$ cat src/rtl/conv_pkg.sv
// conv_pkg: shared types and width/limit helpers for the convolution datapath
package conv_pkg;

    typedef enum logic {ACC, DONE} state_t;

    function automatic int word_w(input int qi, input int qf);
        return qi + qf;
    endfunction

    function automatic int acc_w(input int w, input int n_taps);
        return w + $clog2(n_taps);
    endfunction

    function automatic int sat_max(input int w);
        return (1 << (w - 1)) - 1;
    endfunction

    function automatic int sat_min(input int w);
        return -(1 << (w - 1));
    endfunction

endpackage

$ cat src/rtl/sat_narrow.sv
// sat_narrow: combinational signed clamp from IN_W to OUT_W bits with a saturation flag
module sat_narrow
    import conv_pkg::*;
#(
    parameter int IN_W  = 8,
    parameter int OUT_W = 6
) (
    input  logic [IN_W-1:0]  value,
    output logic [OUT_W-1:0] result,
    output logic             sat
);

    localparam logic signed [IN_W-1:0] MAX = IN_W'(sat_max(OUT_W));
    localparam logic signed [IN_W-1:0] MIN = IN_W'(sat_min(OUT_W));

    logic hi, lo;

    // clamp to the narrow range; flag whenever either bound is hit
    always_comb begin
        hi     = $signed(value) > MAX;
        lo     = $signed(value) < MIN;
        result = hi ? MAX[OUT_W-1:0] : lo ? MIN[OUT_W-1:0] : value[OUT_W-1:0];
        sat    = hi | lo;
    end

endmodule

$ cat src/rtl/conv_complex_accum.sv
// conv_complex_accum: per-frame complex product accumulator with saturated, flagged result
module conv_complex_accum
    import conv_pkg::*;
#(
    parameter int QI     = 3,
    parameter int QF     = 3,
    parameter int N_TAPS = 4
) (
    input  logic                         clk,
    input  logic                         rst,
    input  logic                         in_valid,
    output logic                         in_ready,
    input  logic [QI+QF-1:0]             in_Re,
    input  logic [QI+QF-1:0]             in_Im,
    input  logic                         in_overflow,
    input  logic                         in_bad_rep,
    input  logic                         in_last,
    output logic                         out_valid,
    input  logic                         out_ready,
    output logic [QI+QF-1:0]             out_Re,
    output logic [QI+QF-1:0]             out_Im,
    output logic                         out_sat,
    output logic                         out_flag,
    output logic [$clog2(N_TAPS+1)-1:0]  out_count
);

    localparam int W  = word_w(QI, QF);
    localparam int AW = acc_w(W, N_TAPS);
    localparam int CW = $clog2(N_TAPS + 1);
    localparam logic [CW-1:0] LAST_CNT = CW'(N_TAPS - 1);

    state_t state, state_nx;
    logic [CW-1:0] cnt;
    logic [AW-1:0] acc_re, acc_im, sum_re, sum_im;
    logic [W-1:0] sat_re, sat_im;
    logic sr, si, flag, flag_nx, accept, frame_end;

    assign in_ready  = (state == ACC) && !rst;
    assign out_valid = (state == DONE);
    assign accept    = in_valid & in_ready;
    assign frame_end = accept & (in_last | (cnt == LAST_CNT));

    // first beat of a frame starts from zero so a stale accumulator never leaks in
    always_comb begin
        sum_re  = (cnt == '0 ? '0 : acc_re) + {{(AW-W){in_Re[W-1]}}, in_Re};
        sum_im  = (cnt == '0 ? '0 : acc_im) + {{(AW-W){in_Im[W-1]}}, in_Im};
        flag_nx = (cnt == '0 ? 1'b0 : flag) | in_overflow | in_bad_rep;
    end

    sat_narrow #(.IN_W(AW), .OUT_W(W)) u_sat_re (.value(sum_re), .result(sat_re), .sat(sr));
    sat_narrow #(.IN_W(AW), .OUT_W(W)) u_sat_im (.value(sum_im), .result(sat_im), .sat(si));

    // state register
    always_ff @(posedge clk or posedge rst) begin
        if (rst) state <= ACC;
        else     state <= state_nx;
    end

    // collect until the frame closes, then hold until the consumer takes the result
    always_comb begin
        state_nx = state;
        if (state == ACC) state_nx = frame_end ? DONE : ACC;
        else              state_nx = out_ready ? ACC : DONE;
    end

    // accumulators, counter and flag; the closing beat also loads the output registers
    always_ff @(posedge clk or posedge rst) begin
        if (rst) begin
            cnt       <= '0;
            acc_re    <= '0;
            acc_im    <= '0;
            flag      <= 1'b0;
            out_Re    <= '0;
            out_Im    <= '0;
            out_sat   <= 1'b0;
            out_flag  <= 1'b0;
            out_count <= '0;
        end else if (accept) begin
            acc_re <= sum_re;
            acc_im <= sum_im;
            flag   <= flag_nx;
            cnt    <= frame_end ? '0 : cnt + 1'b1;
            if (frame_end) begin
                out_Re    <= sat_re;
                out_Im    <= sat_im;
                out_sat   <= sr | si;
                out_flag  <= flag_nx;
                out_count <= cnt + 1'b1;
            end
        end
    end

endmodule

$ cat config.mk
export PLATFORM = sky130hd
export DESIGN_NAME = conv_complex_accum
export DESIGN_NICKNAME = d
export VERILOG_FILES = /design/src/rtl/conv_pkg.sv /design/src/rtl/sat_narrow.sv /design/src/rtl/conv_complex_accum.sv
export SDC_FILE = /design/constraint.sdc
export NUM_CORES = 1
export LEC_CHECK = 0
export ABC_AREA = 0
export BUFFER_PORTS_ARGS = -buffer_cell sky130_fd_sc_hd__buf_4
export CAP_MARGIN = 20
export CORE_UTILIZATION = 60
export CTS_CLUSTER_SIZE = 12
export DETAILED_ROUTE_END_ITERATION = 10
export GPL_TIMING_DRIVEN = 0
export PLACE_DENSITY = 0.84
export SYNTH_ARGS = -nofsm -noshare
export SYNTH_HDL_FRONTEND = slang
export SYNTH_SLANG_ARGS = --single-unit
$ cat constraint.sdc
create_clock -name clk -period 5.43 [get_ports clk]
set_clock_uncertainty 0.2 [all_clocks]
set_input_delay 0 -clock clk [delete_from_list [all_inputs] [get_ports clk]]
set_output_delay 0 -clock clk [all_outputs]
set_load 0.005 [all_outputs]
## Word level (Yosys, flattened, before mapping)

Index checks and enable logic that the tools add are counted.

- Register bits: 38
- Input port bits: 19
- Logic and storage cells: 42

- Add/sub/neg operators: 3
- Magnitude comparators: 4
- Equal/unequal tests: 1
- Muxes and demuxes: 11
- Bitwise operators: 9
- Reduce and logical (&&, ||, !) cells: 4

Operators by type and width:

| cell | count |
|---|---|
| two-way mux 6 bit | 4 |
| adder 8 bit | 2 |
| > comparator 8 x 6 -> 1 bit (second input constant) | 2 |
| less-than comparator 8 x 6 -> 1 bit (second input constant) | 2 |
| two-way mux 8 bit | 2 |
| bitwise OR 1 bit | 6 |
| two-way mux 1 bit | 4 |
| adder 3 x 1 -> 3 bit (second input constant) | 1 |
| equality test 3 x 2 -> 1 bit (second input constant) | 1 |
| zero test 3 bit | 1 |
| two-way mux 3 bit | 1 |
| bitwise AND 1 bit | 2 |
| AND reduction 2 bit | 1 |
| logical AND 1 bit | 1 |
| zero test 1 bit | 1 |
| inverter 1 bit | 1 |

## Longest topological paths before layout

- Depth after elaboration: 6
- Mapped depth: 15
- Depth with buffers taken out: 13

## By module

Synthesis repeated with hierarchy kept, for this count alone.

- Cells, all modules: 314
- Area, all modules: 2,595.0 µm²

Modules (own cells, without submodules):

| module | instances | cells an instance | area an instance (µm²) | seq. area each (µm²) |
|---|---|---|---|---|
| conv_complex_accum | 1 | 270 | 2,334.7 | 950.9 |
| sat_narrow | 2 | 22 | 130.1 | 0.0 |

## Worst setup path before layout

No wires, ideal clock.

- Path type: reg-to-reg
- From: reg cnt[0]
- To: reg out_sat
- Library setup time: 132 ps
- Arrival: 2,783 ps
- Path slack: 2,315 ps
- Cell stages (with the launch flop): 16
- Path buffers: 2
- Path through: dfrtp_1 > inv_1 > ha_1 > nand2b_1 > clkbuf_2 > clkbuf_1 > and2_1 > ha_1 > inv_1 > fa_1 > nor2b_1 > o311a_1 > a211oi_2 > nor3_1 > mux2_2 > a31oi_1

- Longest elaborated chain between the ends: 6
- Elaborated cells between the ends (all ways): 16
- Those cells by class: add/sub: 2; order compare: 4; eq/ne: 1; mux: 2; bitwise: 5; reduce/logical: 2

Ends and longest elaborated chain:

| element | line | source |
|---|---|---|
| start: declaration | conv_complex_accum.sv:33 | `logic [CW-1:0] cnt;` |
| start signal: assignment | conv_complex_accum.sv:82 | `cnt <= frame_end ? '0 : cnt + 1'b1;` |
| zero test 3 bit | conv_complex_accum.sv:45, conv_complex_accum.sv:46 |  |
| two-way mux 8 bit, on equally long branches | conv_complex_accum.sv:45, conv_complex_accum.sv:46 |  |
| adder 8 bit, on equally long branches | conv_complex_accum.sv:45, conv_complex_accum.sv:46 |  |
| > comparator 8 x 6 -> 1 bit / less-than comparator 8 x 6 -> 1 bit (equally long branches) | sat_narrow.sv:20, sat_narrow.sv:21 |  |
| bitwise OR 1 bit | sat_narrow.sv:23 | `sat = hi \| lo;` |
| bitwise OR 1 bit | conv_complex_accum.sv:86 | `out_sat <= sr \| si;` |
| end signal: assignment | conv_complex_accum.sv:86 |  |
| end: declaration | conv_complex_accum.sv:22 | `output logic out_sat,` |

Parallel ways exist; a longest one is shown, timed or not.
A chain may end at the register's enable or synchronous reset.

## Final worst setup path

Same ends and word-level chain as after synthesis.

==> flow_metrics.py <==
metrics = {
    "run_status": {
        "status": "completed",
    },
    "sta": {
        "worst_slew_pin_slew_ns": 0.696,
        "setup_ws_ns": 1.68,
        "layout_min_cycle_time_ns": 3.75,
        "rsz0062_at_grt": "false",
        "finalMaxSlewViolations": 0,
        "slew_headroom_pct": 53.5,
        "finalCritPeriodShare_pct": 69.0,
        "tns_ns": 0,
        "setup_violations": 0,
        "fmax_ghz": 0.267,
        "finalHoldViolCount": 0,
    },
    "floorplanning": {
        "fp.coreArea_mm2": 0.00372,
        "initial_core_util_pct": 63.1,
        "die_y_um": 64.5,
        "die_area_mm2": 0.00416,
        "fp.dieW_um": 64.5,
        "pin_count": 38,
        "core.rowCount": 22,
    },
    "logic_synthesis": {
        "ys_ff_latch": 38,
        "ys_top_cells_by_area": "dfrtp_1 41%, ha_1 9.1%, o21ai_0 5.5%, nand2_1 4.3%, and2_1 4.0%",
        "synth.distinct_cells": 43,
        "synth.most_common_cell": "dfrtp_1",
        "synth_seq_area_share_pct": 40.6,
        "syn_avg_cell_area_um2": 9.57,
        "syn-num-nets": 283,
        "async_flop_share_pct": 100,
        "postSynthCellCount": 245,
        "synth_top_area_share_pct": 40.6,
        "synth_edf_count": 0,
        "synthFlopType": "dfrtp_1",
        "yosysWarnings": 0,
        "synth_largest_area_cell": "dfrtp_1",
        "synthTopCellsByCount": "38 x dfrtp_1, 27 x nand2_1, 26 x o21ai_0",
        "synth_area_mm2": 0.00234,
    },
    "clocking": {
        "clock_path_buffers": 2,
        "cts-htree-levels": 2,
        "clk_pin_slew_ns": 0.07,
        "cts_setup_buffers": 0,
        "clock_latency_ns": 0.29,
        "cts.sinks": 38,
        "root_buffer": "clkbuf_8",
        "cts_buffers": 5,
        "cts_tree": "done",
    },
    "worst_setup_path": {
        "end_kind": "flop",
        "cp_slowest_cell": "nor3_1",
        "crit_chain": "inv_1, ha_1, nand2b_1, clkbuf_2, clkbuf_1, and2_1, ha_1, inv_1, fa_1, nor2b_1, o311a_1, a211oi_2, nor3_1, mux2_2, a31oi_1",
        "worst-endpoint-required_ns": 5.40,
        "crit_fanout": 10,
        "worstPathArrival_ns": 3.71,
        "max_stage_delay_ns": 0.46,
        "critPathKind": "reg -> reg",
        "start_kind": "flop",
        "critical_path_buf_inv_count": 4,
        "path_delay_family": "simple AND/OR/NAND/NOR gates",
    },
    "place": {
        "place_area_mm2": 0.00271,
        "dp_slack_ns": 1.69,
        "gp_congestion": 0.765,
        "dpl.hpwl_um": 3870,
        "io_buffers": 37,
    },
    "route": {
        "ant_nets": 0,
        "routedWlPerCell_um": 14.5,
        "drc": 0,
        "vias": 1956,
        "via_per_inst": 5.64,
        "first_pass_iters": 4,
        "wl_um": 5040,
        "drt_iter0_markers": 64,
    },
    "global_routing": {
        "grt_pass1_wl_um": 8450,
        "grt_pass1_vias": 1878,
        "antenna_found_initial": 0,
        "grt-ovfl-total": 0,
        "grt_max_degree": 23,
        "track_usage_pct": 27.0,
    },
    "finish": {
        "drive_gt1_share_pct": 21.7,
        "fill_cells": 267,
        "fin_area_mm2": 0.00288,
        "n_antenna_cell": 0,
        "fin_nets": 336,
        "synthToLayoutAreaGrowth_pct": 22.9,
    },
    "power": {
        "p_leak_nw": 1.35,
        "power_density_mw_per_mm2": 504,
        "ir_drop_v": 0.000343,
    },
    "min_path": {
        "hold_class": "in -> reg",
    },
    "flow_run": {
        "maxCapViolCount": 0,
    },
}
[state kept, by name, summed over array words and instances (netlist names)]
register	flops
acc_im	8
acc_re	8
cnt	3
flag	1
out_Im	6
out_Re	6
out_count	3
out_flag	1
out_sat	1
out_valid	1
[kinds of logic after synthesis]
kind of cell,synth area share (%)
and+or+nand+nor,17.1
AOI/OAI and AO/OA,22.0
DFF,40.6
adders and majority gates,10.8
buffers and inverters,2.77
xor gates and xnor gates,2.99
muxes,3.84
[tightest hold or removal path, stage by stage]
cell	delay (ns)
buf_4	0.08
ha_1	0.18
xor2_1	0.10
o21ai_0	0.13
[report_power, final]
group          internal [mW]  switching [mW]
Clock                  0.102          0.0953
Sequential             0.404          0.0666
Combinational          0.370           0.413
Total                  0.876           0.575
[area by class of cell]
| class | count | area [µm²] | area share (%) |
|---|---|---|---|
| Multi-Input combinational cell | 190 | 1330 | 46.1 |
| Buffer | 7 | 27.5 | 0.955 |
| Tap cell | 48 | 60.1 | 2.08 |
| Sequential cell | 38 | 951 | 33.0 |
| Clock inverter | 1 | 5.00 | 0.174 |
| Timing Repair Buffer | 46 | 385 | 13.4 |
| Inverter | 10 | 37.5 | 1.30 |
| Clock buffer | 7 | 86.3 | 3.00 |
[layer usage]
metal,wire length (µm),vias to the layer above,global-route usage (%)
met3,175,8,5.63
met1,2170,933,32.6
li1,-,978,-
met5,0,-,0
met2,2620,37,47.9
met4,73,0,8.61
[worst paths after layout]
path	startpoint	to	slack [ns]	cells past startpoint
worst max-delay path	cnt[0]	out_sat	1.68	15
worst min-delay path	in_Im[2]	acc_im[2]	0.04	4
worst max register to register	cnt[0]	out_sat	1.68	15
worst min register to register	acc_im[5]	acc_im[5]	0.28	2
max in group asynchronous	rst	flag	4.30	4
min in group asynchronous	rst	out_count[1]	0.19	3
[timing repair]
item	4_1_cts	5_1_grt
hold buffers	8	0
endpoints found under the setup margin	0	0
hold endpoints to repair	27	0
gates resized for setup	0	0
[metrics by stage]
step                      hold slack [ns]  util, %  power, mW  cells
after CTS                          0.0317     77.5       1.45    347
after floorplan                    -0.166        -       1.01    245
final                              0.0380     77.5       1.45    347
after global placement            -0.0196     72.2       1.21    330
after detailed placement          -0.0381     72.9       1.25    331
after global routing               0.0819     77.5       1.57    347
[layout by cell type (no fill, tap or decap), drive strengths merged, types with 4 or more instances in the layout]
cell,instances
dfrtp,38
buf,38
nand2,27
o21ai,26
nor2,18
ha,17
a21oi,17
and2,15
clkbuf,14
inv,10
mux2,8
dlygate4sd3,8
a21o,5
xor2,5
a31oi,4
o21a,4
o31ai,4
(Power assumes the default switching activity.)
